## src/rtl/fetch_pkg.sv

```systemverilog
// Shared definitions for the instruction-fetch slice: FSM states, the
// unconditional-branch opcode, instruction size and the halt sentinel word.
package fetch_pkg;

  typedef enum logic [1:0] {
    IDLE = 2'd0,
    RUN  = 2'd1,
    HALT = 2'd2
  } state_t;

  localparam logic [5:0]  OPC_B       = 6'b000101;
  localparam int          INSTR_BYTES = 4;
  localparam logic [31:0] HALT_WORD   = 32'h0;

endpackage

```

## src/rtl/fetch_next_pc.sv

```systemverilog
// Combinational next-PC selection: the aligned redirect target when a redirect
// is present, otherwise the sequential PC (or, with FETCH_BRANCH_PREDECODE_EN
// defined, the target of an unconditional B decoded from the fetched word).
// Optional feature macro: FETCH_BRANCH_PREDECODE_EN.
module fetch_next_pc
  import fetch_pkg::*;
#(
  parameter int PC_W = 64
) (
  input  logic [PC_W-1:0] pc,
  input  logic [31:0]     instr,
  input  logic            redirect_valid,
  input  logic [PC_W-1:0] redirect_target,
  output logic [PC_W-1:0] next_pc
);

  logic [PC_W-1:0] seq_pc;

`ifdef FETCH_BRANCH_PREDECODE_EN
  logic [PC_W-1:0] b_offset;

  // Word offset of B, sign-extended and scaled to bytes.
  assign b_offset = {{(PC_W-28){instr[25]}}, instr[25:0], 2'b00};
`else
  logic unused_instr;

  // The fetched word only matters for branch predecode.
  assign unused_instr = ^instr;
`endif

  // Redirect beats everything; low address bits of the target are dropped.
  always_comb begin
    seq_pc = pc + PC_W'(INSTR_BYTES);
`ifdef FETCH_BRANCH_PREDECODE_EN
    if (instr[31:26] == OPC_B) begin
      seq_pc = pc + b_offset;
    end
`endif
    next_pc = redirect_valid ? (redirect_target & ~PC_W'(3)) : seq_pc;
  end

endmodule

```

## src/rtl/fetch_unit.sv

```systemverilog
// Instruction-fetch stage: owns the PC, drives the instruction-memory address
// and holds fetched words in a valid/ready IF/ID register toward decode.
// Redirects from execute flush the register and reload the PC; a zero word or
// a PC past the end of memory halts fetch until the next redirect.
// Optional feature macro: FETCH_BRANCH_PREDECODE_EN (handled in fetch_next_pc).
module fetch_unit
  import fetch_pkg::*;
#(
  parameter int              PC_W       = 64,
  parameter int              IMEM_BYTES = 64,
  parameter logic [PC_W-1:0] RESET_PC   = '0
) (
  input  logic            clk,
  input  logic            rst_n,
  input  logic            start,
  output logic [PC_W-1:0] imem_addr,
  input  logic [31:0]     imem_instr,
  output logic            out_valid,
  input  logic            out_ready,
  output logic [31:0]     out_instr,
  output logic [PC_W-1:0] out_pc,
  input  logic            redirect_valid,
  input  logic [PC_W-1:0] redirect_target,
  output logic            halt
);

  state_t          state, state_nxt;
  logic [PC_W-1:0] pc;
  logic [PC_W-1:0] next_pc;
  logic            slot_free;
  logic            stop;
  logic            fire;
  logic            take_redirect;

  assign imem_addr = pc;
  assign halt      = (state == HALT);
  assign slot_free = !out_valid || out_ready;
  assign stop      = (pc > PC_W'(IMEM_BYTES - 4)) || (imem_instr == HALT_WORD);

  fetch_next_pc #(
    .PC_W(PC_W)
  ) u_next_pc (
    .pc              (pc),
    .instr           (imem_instr),
    .redirect_valid  (redirect_valid),
    .redirect_target (redirect_target),
    .next_pc         (next_pc)
  );

  // State register.
  always_ff @(posedge clk or negedge rst_n) begin
    if (!rst_n) begin
      state <= IDLE;
    end else begin
      state <= state_nxt;
    end
  end

  // Next state plus fetch/redirect strobes; redirect outranks fetch and stop,
  // and is ignored while IDLE.
  always_comb begin
    state_nxt     = state;
    fire          = 1'b0;
    take_redirect = 1'b0;
    case (state)
      IDLE: begin
        if (start) begin
          state_nxt = RUN;
        end
      end
      RUN: begin
        if (redirect_valid) begin
          take_redirect = 1'b1;
        end else if (slot_free) begin
          if (stop) begin
            state_nxt = HALT;
          end else begin
            fire = 1'b1;
          end
        end
      end
      HALT: begin
        if (redirect_valid) begin
          take_redirect = 1'b1;
          state_nxt     = RUN;
        end
      end
      default: begin
        state_nxt = IDLE;
      end
    endcase
  end

  // PC advances only on a fetch or a redirect, so stalls and halt freeze it.
  always_ff @(posedge clk or negedge rst_n) begin
    if (!rst_n) begin
      pc <= RESET_PC;
    end else if (take_redirect || fire) begin
      pc <= next_pc;
    end
  end

  // IF/ID register: squash on redirect, capture on fire, drain on accept.
  always_ff @(posedge clk or negedge rst_n) begin
    if (!rst_n) begin
      out_valid <= 1'b0;
      out_instr <= '0;
      out_pc    <= '0;
    end else begin
      if (take_redirect) begin
        out_valid <= 1'b0;
      end else if (fire) begin
        out_valid <= 1'b1;
      end else if (out_valid && out_ready) begin
        out_valid <= 1'b0;
      end
      if (fire) begin
        out_instr <= imem_instr;
        out_pc    <= pc;
      end
    end
  end

endmodule

```

## config.mk

```make
export PLATFORM = sky130hd
export DESIGN_NAME = fetch_unit
export DESIGN_NICKNAME = d
export VERILOG_FILES = /design/src/rtl/fetch_pkg.sv /design/src/rtl/fetch_next_pc.sv /design/src/rtl/fetch_unit.sv
export SDC_FILE = /design/constraint.sdc
export NUM_CORES = 1
export LEC_CHECK = 0
export ABC_AREA = 1
export ABC_CLOCK_PERIOD_IN_PS = 4760
export CAP_MARGIN = 20
export CORE_AREA = 8 8 155 157
export CTS_CLUSTER_DIAMETER = 60
export DETAILED_ROUTE_END_ITERATION = 16
export DIE_AREA = 0 0 163 165
export HOLD_SLACK_MARGIN = 0.06
export PLACE_DENSITY = 0.72
export RECOVER_POWER = 100
export SLEW_MARGIN = 10
export SYNTH_ARGS = -nofsm -noshare
export SYNTH_HDL_FRONTEND = slang
export SYNTH_SLANG_ARGS = --single-unit
```

## constraint.sdc

```tcl
create_clock -name clk -period 4.76 [get_ports clk]
set_input_delay 0.952 -clock clk [delete_from_list [all_inputs] [get_ports clk]]
set_output_delay 0.952 -clock clk [all_outputs]
set_load 0.005 [all_outputs]
```

* After elaboration in Yosys (flattened, before gate mapping)
Index checks and enable logic that the tools add are counted.
Word-level totals: bits in registers 163, bits of input ports 101, output and inout port bits 162, word-level logic and storage cells 40
Operators by class: add/subtract/negate cells 1, $lt $le $gt $ge 1, equality and inequality tests 7, muxes and demuxes 16, reductions and logical operators 10
Operator list (count):
- 64-bit by 3-bit adder with 64-bit output (second input constant) | 1
- 64-bit by 6-bit greater-than comparator with 1-bit output (second input constant) | 1
- 64-bit 2-to-1 mux | 1
- 32-bit zero test | 1
- 2-bit 2-to-1 mux | 5
- 2-bit != test (second input constant) | 5
- 1-bit 2-to-1 mux | 9
- 2-bit case mux with 3 select lines | 1
- 5-bit AND reduction | 1
- 1-bit logical OR | 3
- 3-bit nonzero test | 1
- 2-bit by 1-bit equality test with 1-bit output (second input constant) | 1
- 2-bit equality test (second input constant) | 1
- 2-bit zero test | 1
- 2-bit OR reduction | 1
- 1-bit logical AND | 1
- 1-bit zero test | 1

* Longest topological paths before layout
depth after elaboration 8, depth in mapped cells 13

* By module
From an unflattened synthesis, not the netlist that was laid out.
Unflattened totals: cells, all modules 1370, area, all modules 9360.2 um^2
Modules (own cells, without submodules):
- fetch_unit | instances 1, cells each 756, area an instance 6626.4 um^2
- fetch_next_pc | instances 1, cells each 614, area an instance 2733.9 um^2

* Worst setup path after synthesis
No wires, ideal clock.
kind input port to flip-flop, start input port redirect_valid, end register pc[58], in the netlist imem_addr[58], data arrival time 1958 ps, data required time 4647 ps, path slack 2689 ps, stages on the path 7, path through clkbuf_1 -> nand2_1 -> clkbuf_1 -> buf_1 -> nand3_1 -> nand2_1 -> inv_1
Between the ends: cells in the longest elaborated chain, start to end 3, elaborated cells between the ends (all ways) 6, classes of those cells mux (5); reduce/logical (1)
RTL lines:
- start, declared | line fetch_unit.sv:22 | input logic redirect_valid,
- 1-bit 2-to-1 mux, on equally long branches | line fetch_unit.sv:72, fetch_unit.sv:83
- 1-bit 2-to-1 mux, on equally long branches
- 1-bit logical OR | line fetch_unit.sv:98 | end else if (take_redirect || fire) begin
- end signal, assigned | line fetch_unit.sv:99 | pc <= next_pc;
- end, declared | line fetch_unit.sv:28 | logic [PC_W-1:0] pc;
Several ways; a longest one is shown, not always the timed one. A chain may end at the register's enable or synchronous reset.

* Worst setup path after layout
start input port imem_instr[11], end register pc[7], in the netlist imem_addr[7]
Between the ends: cells in the longest elaborated chain, start to end 7
RTL lines:
- start, declared | line fetch_unit.sv:17 | input logic [31:0] imem_instr,
- 32-bit zero test | line fetch_unit.sv:38 | assign stop = (pc > PC_W'(IMEM_BYTES - 4)) || (imem_instr == HALT_WORD);
- 1-bit logical OR | line fetch_unit.sv:38
- 1-bit 2-to-1 mux | line fetch_unit.sv:75 | if (stop) begin
- 1-bit 2-to-1 mux | line fetch_unit.sv:74 | end else if (slot_free) begin
- 1-bit 2-to-1 mux | line fetch_unit.sv:72 | if (redirect_valid) begin
- 1-bit 2-to-1 mux | line fetch_unit.sv:65 | case (state)
- 1-bit logical OR | line fetch_unit.sv:98
Every way passes these cells.

==> out/results.tsv <==
stage	metric	value	unit
run_status	status	complete, no violations	
layout	finalNetCount	1566	
routing	vias	8414	
routing	wirelength	28.2	mm
power_and_ir_drop	power.total	0.00506	W
synth	synth_xor_area_share	1.24	%
cts	cts_buffer_depth	2	
setup_path	path_class	in -> reg	
flow_run	maxCapViolCount	0	
routing	ant_nets	0	
power_and_ir_drop	ir_drop	0.000259	V
cts	postCtsResizedCells	0	
synth	ys_top_cells_by_count	nand2_1, inv_1, dfrtp_1, nor2_1, nand3_1	
sta	rsz0062_at_grt	no	
setup_path	cp_cell_sequence	dlygate4sd3_1 > nor2_1 > nand2_1 > nor2_1 > nand2_1 > nor2_1 > nor2_1 > nand3_4 > nand2_1 > clkbuf_2 > o21ai_0	
sta	final_max_slew_viol_count	0	
sta	slew-limit-headroom	21.1	%
setup_path	cpPeakStageDelay	660	ps
placed_design	place_hpwl	20.8	mm
sta	min_period	3600	ps
die	initial_core_util	39.6	%
layout	drive_gt1_share	3.60	%
setup_path	crit_family	simple AND/OR/NAND/NOR gates	
synth	synth_top_cell_by_area	dfrtp_1	
routing	drc	0	
global_routing	grt_pass1_wl	45.0	mm
setup_path	slowest_stage	clkbuf_2	
sta	fmax	278	MHz
cts	ctsHoldBuffers	0	
synth	synth.area.mux_share	0	%
setup_path	crit_path_start_kind	input pin	
placed_design	finalWeightedCongestion	0.929	
cts	htree_levels	4	
cts	cts_tree	built	
synth	synthTopCellsByArea	dfrtp_1, nand2_1, inv_1	
layout	regArea	0.00398	mm^2
layout	nFillCells	2068	
power_and_ir_drop	powerDensity	426	mW/mm^2
die	die_area	0.0269	mm^2
sta	final_hold_viol_count	0	
synth	yosys.area_share.simple	34.0	%
sta	worst_pin_slew	1180	ps
die	die_x	163	um
synth	synth_edf_count	0	
die	core_area	0.0215	mm^2
synth	synthArstFlopShare	100	%
global_routing	grtUsageTotal	21.2	%
cts	postCtsSetupBuffers	0	
cts	insertion_delay	430	ps
synth	synth_flop_cell	dfrtp_1	
sta	finalClockSkew	15.1	ps
layout	multi_input_area	0.00360	mm^2
synth	yosys.cell_count.top_type	nand2_1	
placed_design	io_buffer_count	256	
die	fp.dieH	165	um
global_routing	grt_antenna_before_repair	0	
setup_path	path_max_fanout	40	
synth	synth_compound_area_share	6.05	%
synth	syn-cell-area	0.00850	mm^2
setup_path	cp_num_buf_inv	2	
cts	cts_inserted_buffers	17	
die	placementRows	54	
synth	synth_top_family_by_area	simple AND/OR/NAND/NOR gates	
routing	routedWlPerCell	16.1	um
synth	avgSynthCellArea	6.96	um^2
setup_path	timing.critical_path.mode_cell	nor2_1	
sta	setup_viol	0	
global_routing	overflow	0	
setup_path	required	5080	ps
worst_hold_path	min_path_type	reg -> reg	
layout	syn_to_final_growth	39.7	%
cts	clockRootBuffer	clkbuf_16	
cts	cts_sinks	159	
routing	firstDrtPassIters	5	
synth	synth_seq_cells	159	
synth	yosysSeqAreaShare	46.8	%
global_routing	grt_pass1_vias	8471	
synth	synth_top_area_share	46.8	%
die	io_pins	263	
setup_path	critPathArrivalTime	3920	ps
sta	whs	461	ps
routing	drt_iter0_drc	535	
synth	syn_inst	1221	
layout	diodes	0	
sta	setup-tns-final	0	ps
synth	yosys_warnings	0	
sta	finalCritPeriodShare	75.7	%
synth	netlist-cell-type-count	29	
setup_path	cp-end-kind	register	
cts	clkTransAtPathRegs	70	ps
routing	viasPerCell	4.80	
synth	synthAdderAreaFrac	0.736	%
global_routing	grt_start_max_net_pins	164	
power_and_ir_drop	leakage	6.41	nW
[state kept, by name (all words and copies together) (netlist names)]
signal / flops
out_instr: 32
state: 2
out_valid: 1
out_pc: 62
imem_addr: 62
[final timing paths]
path	startpoint	end	slack, ps	depth (start not counted)
max in group asynchronous	rst_n	imem_addr[10]	3260	3
min in group asynchronous	rst_n	out_pc[20]	480	1
min	out_pc[10]	out_pc[10]	460	2
max	imem_instr[11]	imem_addr[7]	1160	11
max reg2reg	imem_addr[2]	imem_addr[7]	1400	9
min reg2reg	out_pc[10]	out_pc[10]	460	2
[layout by cell type (no fill, tap or decap), drive strengths merged]
cell	synthesis	final
o211ai	4	4
clkbuf	18	21
xnor2	6	6
conb	1	4
clkdlybuf4s50	0	95
nand3b	1	1
nor3	3	3
or2	8	8
clkinvlp	0	1
a21oi	3	3
nand2	449	449
a31oi	3	3
o21ai	84	84
o31ai	4	4
nand3	91	91
ha	5	5
dfrtp	159	159
inv	185	192
nand4	13	13
clkinv	0	7
nor2	145	145
xor2	6	6
buf	29	6
nor3b	4	4
dlygate4sd3	0	159
[worst reg2reg max path: stages, from the launching register on]
cell      delay [ps]
dfrtp_1          440
ha_1             260
nand3_1          150
or2_0            200
nand3_1          100
nor2_1           230
nand3_4          110
nand2_1          770
clkbuf_2         730
o21ai_0          200
[where the power goes]
part | leakage [nW] | switching, W | internal, W | total, W
clock network | 0.292 | 0.000677 | 0.000715 | 0.00139
logic | 3.99 | 0.000925 | 0.000754 | 0.00168
registers | 2.12 | 0.000384 | 0.00160 | 0.00199
total | 6.41 | 0.00199 | 0.00307 | 0.00506
[stage by stage]
stage / util (%) / cell area (um^2) / instances / worst slack (ps)
floorplan: - / 8510 / 1224 / 2690
global placement: 52.4 / 11300 / 1720 / 1470
detailed placement: 52.4 / 11300 / 1720 / 1380
CTS: 55.2 / 11900 / 1752 / 1830
global route: 55.3 / 11900 / 1753 / 875
finish: 55.3 / 11900 / 1753 / 1160
[logic make-up after synthesis]
| kind of cell | count (synthesis) |
|---|---|
| and+or+nand+nor | 714 |
| DFF | 159 |
| xor gates and xnor gates | 12 |
| buffers and inverters | 232 |
| AOI/OAI and AO/OA | 98 |
| other | 1 |
| adders and majority gates | 5 |
[layer usage]
| layer | vias to the layer above | routed length, um | track usage (%) |
|---|---|---|---|
| met5 | - | 0 | 0 |
| met4 | 0 | 616 | 6.88 |
| met3 | 38 | 3030 | 9.02 |
| met2 | 302 | 12900 | 34.2 |
| met1 | 3877 | 11600 | 25.2 |
| li1 | 4197 | - | - |
[layout make-up]
cell class              instances  share of cell area [%]
well taps                     280                    2.95
inverters                     185                    5.85
clock inverters                15                    1.52
flip-flops and latches        159                    33.5
multi-input cells             833                    30.3
clock buffers                  17                    3.58
repair buffers                264                    22.3
(Power assumes the default switching activity.)
